[src/rtl/mc_ctrl_fsm_pkg.sv]
// mc_ctrl_fsm_pkg: shared state, instruction-class, select and opcode encodings for the multi-cycle controller
package mc_ctrl_fsm_pkg;
  typedef enum logic [2:0] {
    S_FETCH  = 3'd0,
    S_DECODE = 3'd1,
    S_EXEC   = 3'd2,
    S_MEM    = 3'd3,
    S_WB     = 3'd4,
    S_HALT   = 3'd5
  } state_t;
  typedef enum logic [3:0] {
    C_R, C_LW, C_SW, C_BEQ, C_BNE, C_IMM, C_J, C_JAL, C_JR, C_ILL
  } cls_t;
  localparam logic [1:0] NPC_PC4 = 2'b00, NPC_BR = 2'b01, NPC_J = 2'b10, NPC_JR = 2'b11;
  localparam logic [1:0] WD_ALU = 2'b00, WD_MDR = 2'b01, WD_PC4 = 2'b10;
  localparam logic [1:0] GPR_RD = 2'b00, GPR_RT = 2'b01, GPR_RA = 2'b10;
  localparam logic [3:0] ALU_NOP = 4'd0, ALU_ADD = 4'd1, ALU_SUB = 4'd2, ALU_AND = 4'd3,
                         ALU_OR = 4'd4, ALU_SLT = 4'd5, ALU_SLL = 4'd6, ALU_LUI = 4'd7;
  localparam logic [5:0] OP_R = 6'h00, OP_J = 6'h02, OP_JAL = 6'h03, OP_BEQ = 6'h04,
                         OP_BNE = 6'h05, OP_ADDI = 6'h08, OP_ORI = 6'h0D, OP_LUI = 6'h0F,
                         OP_LW = 6'h23, OP_SW = 6'h2B;
  localparam logic [5:0] FN_SLL = 6'h00, FN_JR = 6'h08, FN_ADD = 6'h20, FN_SUB = 6'h22,
                         FN_AND = 6'h24, FN_OR = 6'h25, FN_SLT = 6'h2A;
endpackage

[src/rtl/mc_ctrl_decode.sv]
// mc_ctrl_decode: combinational op/funct decode into instruction class and ALU controls
module mc_ctrl_decode
  import mc_ctrl_fsm_pkg::*;
(
  input  logic [5:0] op,
  input  logic [5:0] funct,
  output cls_t       cls,
  output logic [3:0] alu_op,
  output logic       ext_op,
  output logic       alu_src
);
  always_comb begin
    cls = C_ILL;
    alu_op = ALU_NOP;
    ext_op = 1'b1;
    alu_src = 1'b0;
    case (op)
      OP_R: begin
        cls = C_R;
        case (funct)
          FN_ADD: alu_op = ALU_ADD;
          FN_SUB: alu_op = ALU_SUB;
          FN_AND: alu_op = ALU_AND;
          FN_OR:  alu_op = ALU_OR;
          FN_SLT: alu_op = ALU_SLT;
          FN_SLL: alu_op = ALU_SLL;
          FN_JR:  cls = C_JR;
          default: cls = C_ILL;
        endcase
      end
      OP_LW: begin
        cls = C_LW;
        alu_op = ALU_ADD;
        alu_src = 1'b1;
      end
      OP_SW: begin
        cls = C_SW;
        alu_op = ALU_ADD;
        alu_src = 1'b1;
      end
      OP_BEQ: begin
        cls = C_BEQ;
        alu_op = ALU_SUB;
      end
      OP_BNE: begin
        cls = C_BNE;
        alu_op = ALU_SUB;
      end
      OP_ADDI: begin
        cls = C_IMM;
        alu_op = ALU_ADD;
        alu_src = 1'b1;
      end
      OP_ORI: begin
        cls = C_IMM;
        alu_op = ALU_OR;
        alu_src = 1'b1;
        ext_op = 1'b0;
      end
      OP_LUI: begin
        cls = C_IMM;
        alu_op = ALU_LUI;
        alu_src = 1'b1;
        ext_op = 1'b0;
      end
      OP_J:   cls = C_J;
      OP_JAL: cls = C_JAL;
      default: cls = C_ILL;
    endcase
  end
endmodule

[src/rtl/mc_ctrl_fsm.sv]
// mc_ctrl_fsm: multi-cycle MIPS control FSM with memory-ready handshake and bus timeout
module mc_ctrl_fsm
  import mc_ctrl_fsm_pkg::*;
#(
  parameter int MEM_TIMEOUT = 16
) (
  input  logic       clk,
  input  logic       rst,
  input  logic [5:0] op,
  input  logic [5:0] funct,
  input  logic       zero,
  input  logic       mem_rdy,
  output logic       PCWr,
  output logic [1:0] NPCOp,
  output logic       IRWr,
  output logic       MemRd,
  output logic       MemWr,
  output logic       IorD,
  output logic       RegWr,
  output logic [1:0] GPRSel,
  output logic [1:0] WDSel,
  output logic       ALUSrc,
  output logic       EXTOp,
  output logic [3:0] ALUOp,
  output logic       illegal,
  output logic       bus_err,
  output logic [2:0] state
);
  localparam int CW = MEM_TIMEOUT > 1 ? $clog2(MEM_TIMEOUT) : 1;
  state_t st;
  cls_t cls;
  logic [3:0] dec_alu;
  logic dec_ext, dec_src;
  logic [CW-1:0] cnt;
  logic waiting, expire;
  logic in_f, in_d, in_e, in_m, in_w, d_jmp, jal_wr, alu_hold;
  mc_ctrl_decode u_dec (
    .op(op),
    .funct(funct),
    .cls(cls),
    .alu_op(dec_alu),
    .ext_op(dec_ext),
    .alu_src(dec_src)
  );
  assign waiting = (st == S_FETCH || st == S_MEM) && !mem_rdy;
  assign expire = waiting && (MEM_TIMEOUT != 0) && cnt == CW'(MEM_TIMEOUT - 1);
  always_ff @(posedge clk or negedge rst) begin
    if (!rst) begin
      st <= S_FETCH;
      cnt <= '0;
      bus_err <= 1'b0;
    end else begin
      cnt <= waiting ? cnt + 1'b1 : '0;
      if (expire) begin
        bus_err <= 1'b1;
        st <= S_HALT;
      end else begin
        case (st)
          S_FETCH:  st <= mem_rdy ? S_DECODE : S_FETCH;
          S_DECODE: st <= (cls inside {C_J, C_JAL, C_JR, C_ILL}) ? S_FETCH : S_EXEC;
          S_EXEC:   st <= (cls inside {C_BEQ, C_BNE}) ? S_FETCH :
                          (cls inside {C_LW, C_SW}) ? S_MEM : S_WB;
          S_MEM:    st <= !mem_rdy ? S_MEM : cls == C_LW ? S_WB : S_FETCH;
          S_WB:     st <= S_FETCH;
          S_HALT:   st <= S_HALT;
          default:  st <= S_FETCH;
        endcase
      end
    end
  end
  // Decode is gated by rst so every enable drops the instant reset asserts.
  assign in_f = rst && st == S_FETCH;
  assign in_d = rst && st == S_DECODE;
  assign in_e = rst && st == S_EXEC;
  assign in_m = rst && st == S_MEM;
  assign in_w = rst && st == S_WB;
  assign d_jmp = in_d && (cls inside {C_J, C_JAL});
  assign jal_wr = in_d && cls == C_JAL;
  assign alu_hold = in_e || in_m || in_w;
  assign PCWr = (in_f && mem_rdy) || d_jmp || (in_d && cls == C_JR) ||
                (in_e && ((cls == C_BEQ && zero) || (cls == C_BNE && !zero)));
  assign NPCOp = (in_d && cls == C_JR) ? NPC_JR : d_jmp ? NPC_J :
                 (in_e && (cls inside {C_BEQ, C_BNE})) ? NPC_BR : NPC_PC4;
  assign IRWr = in_f && mem_rdy;
  assign MemRd = in_f || (in_m && cls == C_LW);
  assign MemWr = in_m && cls == C_SW;
  assign IorD = in_m;
  assign RegWr = in_w || jal_wr;
  assign GPRSel = jal_wr ? GPR_RA : (in_w && cls != C_R) ? GPR_RT : GPR_RD;
  assign WDSel = jal_wr ? WD_PC4 : (in_w && cls == C_LW) ? WD_MDR : WD_ALU;
  assign ALUOp = alu_hold ? dec_alu : ALU_NOP;
  assign ALUSrc = alu_hold && dec_src;
  assign EXTOp = alu_hold && dec_ext;
  assign illegal = in_d && cls == C_ILL;
  assign state = st;
endmodule

[config.mk]
export PLATFORM = sky130hd
export DESIGN_NAME = mc_ctrl_fsm
export DESIGN_NICKNAME = d
export VERILOG_FILES = /design/src/rtl/mc_ctrl_fsm_pkg.sv /design/src/rtl/mc_ctrl_decode.sv /design/src/rtl/mc_ctrl_fsm.sv
export SDC_FILE = /design/constraint.sdc
export NUM_CORES = 1
export LEC_CHECK = 0
export ABC_AREA = 0
export CAP_MARGIN = 20
export CORE_AREA = 4 4 55 57
export DETAILED_ROUTE_END_ITERATION = 7
export DIE_AREA = 0 0 59 61
export HOLD_SLACK_MARGIN = 0.12
export PLACE_DENSITY = 0.87
export SLEW_MARGIN = 40
export SYNTH_ARGS = -nofsm -noshare
export SYNTH_HDL_FRONTEND = slang
export SYNTH_SLANG_ARGS = --single-unit
[constraint.sdc]
create_clock -name clk -period 4.6 [get_ports clk]
set_input_delay 1.38 -clock clk [delete_from_list [all_inputs] [get_ports clk]]
set_output_delay 1.38 -clock clk [all_outputs]
set_load 0.005 [all_outputs]
==> results of run 1 <==
layout make-up:
class / instances / area, um2
multi-input combinational: 133 / 925.9
fill: 165 / 556.8
timing repair buffer: 82 / 715.7
clock buffer: 3 / 22.52
sequential: 8 / 200.2
inverter: 5 / 18.77
tap: 30 / 37.54
Yosys cell counts, types with 3 or more instances:
cell type / number / area, um2
nor2b_1: 4 / 25.02
o21ai_0: 11 / 55.05
buf_4: 3 / 22.52
clkbuf_1: 3 / 11.26
nor2_1: 23 / 86.33
nand3_1: 8 / 40.04
dfrtp_1: 8 / 200.2
buf_2: 4 / 20.02
inv_1: 5 / 18.77
nand2b_1: 7 / 43.79
xor2_1: 3 / 26.28
a21oi_1: 12 / 60.06
nor3_1: 10 / 50.05
nand2_1: 8 / 30.03
a31oi_1: 4 / 25.02
cells by family after synthesis:
group,share of synthesized area (%)
buffers and inverters,8.258
other,0.3345
xor gates and xnor gates,3.126
and+or+nand+nor,39.73
adders and majority gates,1.116
AOI/OAI and AO/OA,28.24
muxes,1.339
DFF,17.86
worst max-delay path, stage by stage:
cell and delay (ns):
dlygate4sd2_1 0.25, buf_4 0.14, nor3_1 0.26, a21oi_1 0.12, a221oi_1 0.22, buf_4 0.17
o211ai_4 0.10, nor2_1 0.11, clkdlybuf4s50_1 0.50
through the flow:
step / util (%) / power (mW) / area [um2]
2_1_floorplan: - / 0.1850 / 1121
3_3_place_gp: 68.74 / 0.2621 / 1703
3_5_place_dp: 68.74 / 0.2725 / 1703
4_1_cts: 72.02 / 0.3299 / 1784
5_1_grt: 77.53 / 0.3659 / 1921
6_report: 77.53 / 0.3423 / 1921
timing repair:
item	CTS	global route
cloned	0	2
gates resized for setup	35	25
buffers inserted	4	6
pin swaps	6	9
hold buffers	0	0
setup endpoints to repair	15	14
where the power goes:
group | switching (mW) | internal [mW]
Clock | 0.0252 | 0.0299
Sequential | 0.0222 | 0.0814
Combinational | 0.0875 | 0.0959
registers in the layout, indices dropped and copies added, names as in the netlist:
signal / count
state: 3
bus_err: 1
cnt: 4
per-layer routing:
layer	GRT usage, %	wire length [um]	vias up
li1	-	-	721
met1	25.19	1496	722
met2	45.58	2196	80
met3	2.128	295	17
met4	10.03	150	0
met5	0	0	-
worst max-delay path by stage:
stage                 to  slack [ns]  cells past startpoint
3_5_place_dp    NPCOp[0]       -0.45                      7
6_report         illegal       -0.03                      9
5_1_grt          illegal       -0.14                      8
2_1_floorplan  GPRSel[1]        0.54                      7
4_1_cts         ALUOp[0]       -0.13                      7
3_3_place_gp    NPCOp[0]       -0.40                      7
==> flow_summary.ini, run 1 <==
[outcome]
status = complete, but fails checks
violations = setup timing

[cts]
clkTransAtPathRegs_ns = 0.05
cts_sinks = 8
cts_buffers = 3
cts_root_buf = clkbuf_4
tritoncts = yes
clockBufferDepth = 2
htreeDepth = 1
clkLatencyLatePin_ns = 0.26

[logic_synthesis]
yosysUniqueCellTypes = 52
syn-instance-count = 159
ys_seq_area_share_pct = 17.86
synth.cell_area_mm2 = 0.001121
synth-async-reset-ratio_pct = 100.0
synth_seq_cells = 8
synth_edf_count = 0
syn_nets = 176
synthFlopType = dfrtp_1
synth_area_per_cell_um2 = 7.051
yosysWarningCount = 0

[pwr]
p_per_area_mw_per_mm2 = 178.2
peakVddDrop_v = 0.0001641
p_leak_nw = 0.9420

[setup_path]
cp.required_ns = 3.22
critPathArrivalTime_ns = 3.25
crit_path_end_kind = output pin
reg2reg_from = state[0]
reg2regPathDepth = 4
critPathMaxFanout = 4
worstSetupPathType = primary input to output pin
reg2reg_slack_ns = 2.75
crit_path_start = op[5]
start_kind = primary input
worstReg2RegEnd = state[1]

[detailed_routing]
first_pass_iters = 4
ant_nets = 0
via_per_inst = 5.900
wl_mm = 4.137
wl_per_cell_um = 15.85
vias = 1540
drt_iter0_drc = 55
drc = 0

[floorplanning]
die_width_um = 59
die_h_um = 61
num_io_pins = 39
core-area_mm2 = 0.002477
initial_utilization_pct = 45.25
rows = 18
fp.dieArea_mm2 = 0.003599

[finish]
nNetsFinal = 250
drive_gt1_share_pct = 34.20
fin_cells = 261
layout_commonest_cell = buf_4
layout_common_cells = buf_4, nor2_1, clkdlybuf4s50_1
n_antenna_cell = 0
syn_to_final_growth_pct = 71.32

[global_routing]
grt.overflow.total = 0
grt_pass1_vias = 1476
antenna_found_initial = 0
grt_usage_pct = 23.27
grt_pass1_wl_mm = 6.472
grt_max_degree = 16

[timing]
fin_crit_sh_pct = 100.6
hold_viol = 0
setup_ws_ns = -0.02849
drv_slew = 0
setup_tns_ns = -0.02849
hold_ws_ns = 0.4626
fmax_ghz = 0.2161
fin_skew_ns = 0.006299
period_needed_ns = 4.628
rsz0062_at_grt = yes
setup_viol_count_final = 1

[placed_design]
gp_congestion = 0.9311
placed_cells = 246
place_ws_ns = -0.4484
io_buffers = 37
hpwlAfterDp_mm = 2.844

[min_path]
min_path_type = flip-flop to flip-flop
hold_start = cnt[0]
whs_endpoint = cnt[0]
min_path_cells = 1

[run]
maxCapViolCount = 0
No activity file was read; power rests on OpenSTA's default activity.
==> inputs of run 2 (changes only) <==
==> constraint.sdc (replaced) <==
create_clock -name clk -period 5.6 [get_ports clk]
set_input_delay 1.68 -clock clk [delete_from_list [all_inputs] [get_ports clk]]
set_output_delay 1.68 -clock clk [all_outputs]
set_load 0.005 [all_outputs]
==> run 2 against run 1 <==
Clock power shrank 20%; clock skew shrank 0.0016 ns; the flow now finishes without violations; sequential power decreased by 19%; final area decreased by 14%; sequential share of layout area is 1.7 points higher; worst hold slack worse by 0.0032 ns; combinational power decreased by 28%.
==> flow_summary.ini, run 2 (same netlist as run 1, synthesis figures left out) <==
[placed_design]
io_buffers = 37
hpwlAfterDp_mm = 2.661
gp_congestion = 0.9273
place_ws_ns = -0.02703
placed_cells = 232

[finish]
final_util_pct = 66.67
nNetsFinal = 224
syn_to_final_growth_pct = 47.32
drive_gt1_share_pct = 19.02
layout_commonest_cell = clkdlybuf4s50_1
regMostFlops = cnt
layout_common_cells = clkdlybuf4s50_1, nor2_1, buf_4
fin_cells = 235
nFillCells = 220
largest_reg_flops = 4
n_antenna_cell = 0

[floorplanning]
num_io_pins = 39
initial_utilization_pct = 45.25
die_width_um = 59
core-area_mm2 = 0.002477
fp.dieArea_mm2 = 0.003599
die_h_um = 61
rows = 18

[timing]
setup_ws_ns = 0.09856
hold_ws_ns = 0.4594
fmax_ghz = 0.1818
period_needed_ns = 5.501
drv_slew = 0
rsz0062_at_grt = no
fin_crit_sh_pct = 98.24
hold_viol = 0
fin_skew_ns = 0.004740
setup_viol_count_final = 0

[detailed_routing]
first_pass_iters = 4
ant_nets = 0
wl_mm = 3.308
drc = 0
wl_per_cell_um = 14.08
vias = 1366
drt_iter0_drc = 44
via_per_inst = 5.813

[min_path]
min_path_type = flip-flop to flip-flop

[setup_path]
worstSetupPathType = primary input to output pin
path_delay_family = buffers and inverters
crit_chain = clkdlybuf4s50_1 > buf_4 > or3_1 > a211oi_2 > a21oi_1 > nor3_2 > o21ba_2 > clkdlybuf4s50_1
crit_path_end_kind = output pin
crit_path_max_incr_delay_ns = 0.50
crit_buf_inv = 3
critPathMaxFanout = 5
cp.required_ns = 3.92
cp_slowest_cell = clkdlybuf4s50_1
start_kind = primary input
critPathArrivalTime_ns = 3.82
cpMostUsedCell = clkdlybuf4s50_1

[pwr]
p_total_mw = 0.2595
p_per_area_mw_per_mm2 = 157.1
p_leak_nw = 0.6435
peakVddDrop_v = 0.0001375

[global_routing]
grt_pass1_vias = 1298
grt_pass1_wl_mm = 5.595
antenna_found_initial = 0
grt.overflow.total = 0
grt_usage_pct = 19.90
grt_max_degree = 18

[cts]
tritoncts = yes
post-cts-setup-buffers = 0
holdBufCountCts = 0
clockBufferDepth = 2
cts_buffers = 3
cts_sinks = 8
clkLatencyLatePin_ns = 0.25
cts_root_buf = clkbuf_4
clkTransAtPathRegs_ns = 0.05
htreeDepth = 1

[run]
maxCapViolCount = 0

[outcome]
status = complete, no violations
[run 2: cell count changes in the layout (fill, tap and decap cells not counted), sizes merged]
cell | before | now
clkbuf | 4 | 3
clkdlybuf4s15 | 1 | 0
buf | 47 | 19
dlymetal6s2s | 10 | 0
dlygate4sd2 | 10 | 3
clkdlybuf4s50 | 13 | 34
[run 2: layout make-up]
cell class / instances / area [um2] / share of cell area (%)
Multi-Input combinational cell: 133 / 863.3 / 52.27
Sequential cell: 8 / 200.2 / 12.12
Inverter: 5 / 18.77 / 1.136
Tap cell: 30 / 37.54 / 2.273
Clock buffer: 3 / 22.52 / 1.364
Timing Repair Buffer: 56 / 509.2 / 30.83
[run 2: path summary, 6_finish.rpt]
kind	startpoint	end	slack, ns	depth (start not counted)
worst max-delay path	funct[2]	ALUOp[2]	0.1	8
worst min-delay path	bus_err	bus_err	0.46	1
worst max register to register	state[0]	state[1]	3.80	4
worst min register to register	bus_err	bus_err	0.46	1
max in group asynchronous	rst	cnt[3]	3.70	2
min in group asynchronous	rst	cnt[2]	1.76	2
[run 2: per-layer routing]
layer / global-route usage, % / routed length, um / share of wire (%) / up-vias
met4: 9.385 / 92 / 2.8 / 0
met1: 21.46 / 1274 / 39 / 638
li1: - / - / - / 665
met5: 0 / 0 / 0 / -
met2: 38.49 / 1763 / 53 / 53
met3: 2.128 / 177 / 5.4 / 10
[run 2: report_power, final]
group          total, mW  switching (mW)  internal [mW]  leakage, nW
Combinational      0.131          0.0618         0.0692        0.523
Clock             0.0439          0.0194         0.0245       0.0138
Sequential        0.0846          0.0177         0.0669        0.106
[run 2: timing repair]
item / 4_1_cts / 5_1_grt
gates cloned: 0 / 0
setup endpoints to repair: 3 / 9
gates resized for setup: 4 / 6
[run 2: per-stage QoR]
| step | area (um2) | setup TNS, ns |
|---|---|---|
| final | 1652 | 0 |
| after global routing | 1652 | 0 |
| after CTS | 1622 | 0 |
| after detailed placement | 1598 | -0.05610 |
| after global placement | 1598 | 0 |
| after floorplan | 1121 | 0 |
==> inputs of run 3 (changes only) <==
--- a/config.mk
+++ b/config.mk
@@ -11,8 +11,9 @@
 export DETAILED_ROUTE_END_ITERATION = 7
 export DIE_AREA = 0 0 59 61
 export HOLD_SLACK_MARGIN = 0.12
-export PLACE_DENSITY = 0.87
+export PLACE_DENSITY = 0.91
 export SLEW_MARGIN = 40
 export SYNTH_ARGS = -nofsm -noshare
 export SYNTH_HDL_FRONTEND = slang
+export SYNTH_HIERARCHICAL = 1
 export SYNTH_SLANG_ARGS = --single-unit
==> run 3 against run 2 <==
Routed wire length grew 43%; critical path depth grew 5; synthesized cell count grew 1.9%; via count grew 20%; combinational power grew 62%; largest power group unchanged.
==> flow_summary.ini, run 3 <==
[timing]
setup_ws_ns = 0.04319
hold_ws_ns = 0.4810
hold_viol = 0
drv_slew = 0
setup_viol_count_final = 0
rsz0062_at_grt = yes
period_needed_ns = 5.557
fmax_ghz = 0.1800
fin_skew_ns = 0.001854
fin_crit_sh_pct = 99.23

[logic_synthesis]
synth_area_per_cell_um2 = 7.430
synth_edf_count = 0
synth_area_leaders = dfrtp_1, nor2_1, a21oi_1
synthFlopType = dfrtp_1
synth_top_area_cell = dfrtp_1
yosys.cell_count.top_type = nor2_1
yosysUniqueCellTypes = 52
yosysWarningCount = 6
syn_nets = 179
synth_top_area_share_pct = 16.63
synth.cell_area_mm2 = 0.001204
synth_seq_cells = 8
syn-instance-count = 162
synth_common_cells = nor2_1, a21oi_1, nor2b_1
synth-async-reset-ratio_pct = 100.0
ys_seq_area_share_pct = 16.63

[min_path]
min_path_cells = 1
min_path_type = flip-flop to flip-flop

[finish]
layout_common_cells = buf_4, nor2_1, clkdlybuf4s50_1
nFillCells = 151
largest_reg_flops = 4
layout_commonest_cell = buf_4
regArea_um2 = 200.2
n_antenna_cell = 0
multiInputGateArea_um2 = 977.2
regMostFlops = cnt
drive_gt1_share_pct = 34.96
nNetsFinal = 265
final_area_mm2 = 0.002049
syn_to_final_growth_pct = 70.27
final_util_pct = 82.73

[detailed_routing]
drc = 0
ant_nets = 0
via_per_inst = 5.949
drt_iter0_drc = 162
wl_mm = 4.716
wl_per_cell_um = 17.09
first_pass_iters = 5
vias = 1642

[floorplanning]
num_io_pins = 39
die_h_um = 61
core-area_mm2 = 0.002477
initial_utilization_pct = 48.59
fp.dieArea_mm2 = 0.003599
die_width_um = 59
rows = 18

[placed_design]
hpwlAfterDp_mm = 3.067
gp_congestion = 0.9428
place_ws_ns = -0.3576
placed_cell_area_mm2 = 0.001829
io_buffers = 37

[global_routing]
antenna_found_initial = 0
grt_pass1_wl_mm = 7.058
grt_max_degree = 14
grt_usage_pct = 24.85
grt.overflow.total = 0
grt_pass1_vias = 1584

[pwr]
p_total_mw = 0.3594
p_per_area_mw_per_mm2 = 175.3
p_leak_nw = 0.9924
peakVddDrop_v = 0.0002455

[cts]
cts_root_buf = clkbuf_4
clkLatencyLatePin_ns = 0.25
cts_sinks = 8
clkTransAtPathRegs_ns = 0.06
htreeDepth = 1
clockBufferDepth = 2
tritoncts = yes
cts_buffers = 3

[setup_path]
cp_slowest_cell = dlygate4sd2_1
cp.required_ns = 3.92
start_kind = primary input
critPathArrivalTime_ns = 3.88
crit_path_max_incr_delay_ns = 0.29
crit_path_end_kind = output pin
reg2regPathDepth = 4
cpMostUsedCell = buf_4
critPathMaxFanout = 6
crit_chain = dlygate4sd2_1 > buf_4 > buf_4 > nor4_2 > a21oi_1 > nor2_1 > buf_4 > nand2_2 > buf_4 > buf_4 > nor4b_4 > buf_4 > dlygate4sd2_1
worstSetupPathType = primary input to output pin

[outcome]
status = complete, no violations

[run]
maxCapViolCount = 0
-- run 3: power by group --
part / internal, mW / total, mW / switching, mW
Sequential: 0.0718 / 0.103 / 0.0308
Clock: 0.0246 / 0.0446 / 0.0200
Combinational: 0.113 / 0.212 / 0.0993
Total: 0.209 / 0.359 / 0.150
-- run 3: worst paths after layout --
path	from	endpoint	slack, ns
min	cnt[0]	cnt[0]	0.48
max reg2reg	state[0]	state[2]	3.92
max in group asynchronous	rst	cnt[1]	3.70
max	op[5]	WDSel[1]	0.04
min reg2reg	cnt[0]	cnt[0]	0.48
min in group asynchronous	rst	bus_err	1.76
-- run 3: final cells by class --
class | instances | share of cell area (%)
clock buffer | 3 | 1.099
inverter | 3 | 0.5494
multi-input combinational | 136 | 47.68
sequential | 8 | 9.768
tap | 30 | 1.831
timing repair buffer | 96 | 39.07
-- run 3: kinds of logic (layout without fill, tap and decap cells) --
kind of cell / Yosys count / count (layout) / synth area share (%)
and+or+nand+nor: 86 / 86 / 43.45
xor gates and xnor gates: 5 / 5 / 3.639
buffers and inverters: 18 / 102 / 9.666
other: 1 / 1 / 0.3116
DFF: 8 / 8 / 16.63
AOI/OAI and AO/OA: 42 / 42 / 24.43
adders and majority gates: 1 / 1 / 1.039
muxes: 1 / 1 / 0.8316
-- run 3: per-layer routing --
metal / share of wire (%) / global-route usage [%] / vias up
met5: 0 / 0 / -
met4: 3.2 / 8.414 / 0
met3: 6.1 / 2.766 / 23
met2: 54 / 48.90 / 90
met1: 37 / 27.33 / 774
li1: - / - / 755
-- run 3: what timing repair did --
action / in CTS / in global routing
hold buffers: 0 / 0
pin swaps: 13 / 7
resized for setup: 36 / 12
setup buffers: 14 / 2
endpoints found under the setup margin: 11 / 9
-- run 3: critical path: cells and delay by family --
family / cells / cell delay (ns)
AO/OA/AOI/OAI: 1 / 0.09
buffers and inverters: 8 / 1.44
AND/OR/NAND/NOR: 4 / 0.67
-- run 3: metrics by stage --
step | std cells | setup TNS [ns]
after global routing | 276 | -0.2836
after global placement | 257 | -1.729
after floorplan | 162 | 0
after detailed placement | 257 | -2.700
after CTS | 274 | -0.003675
final | 276 | 0
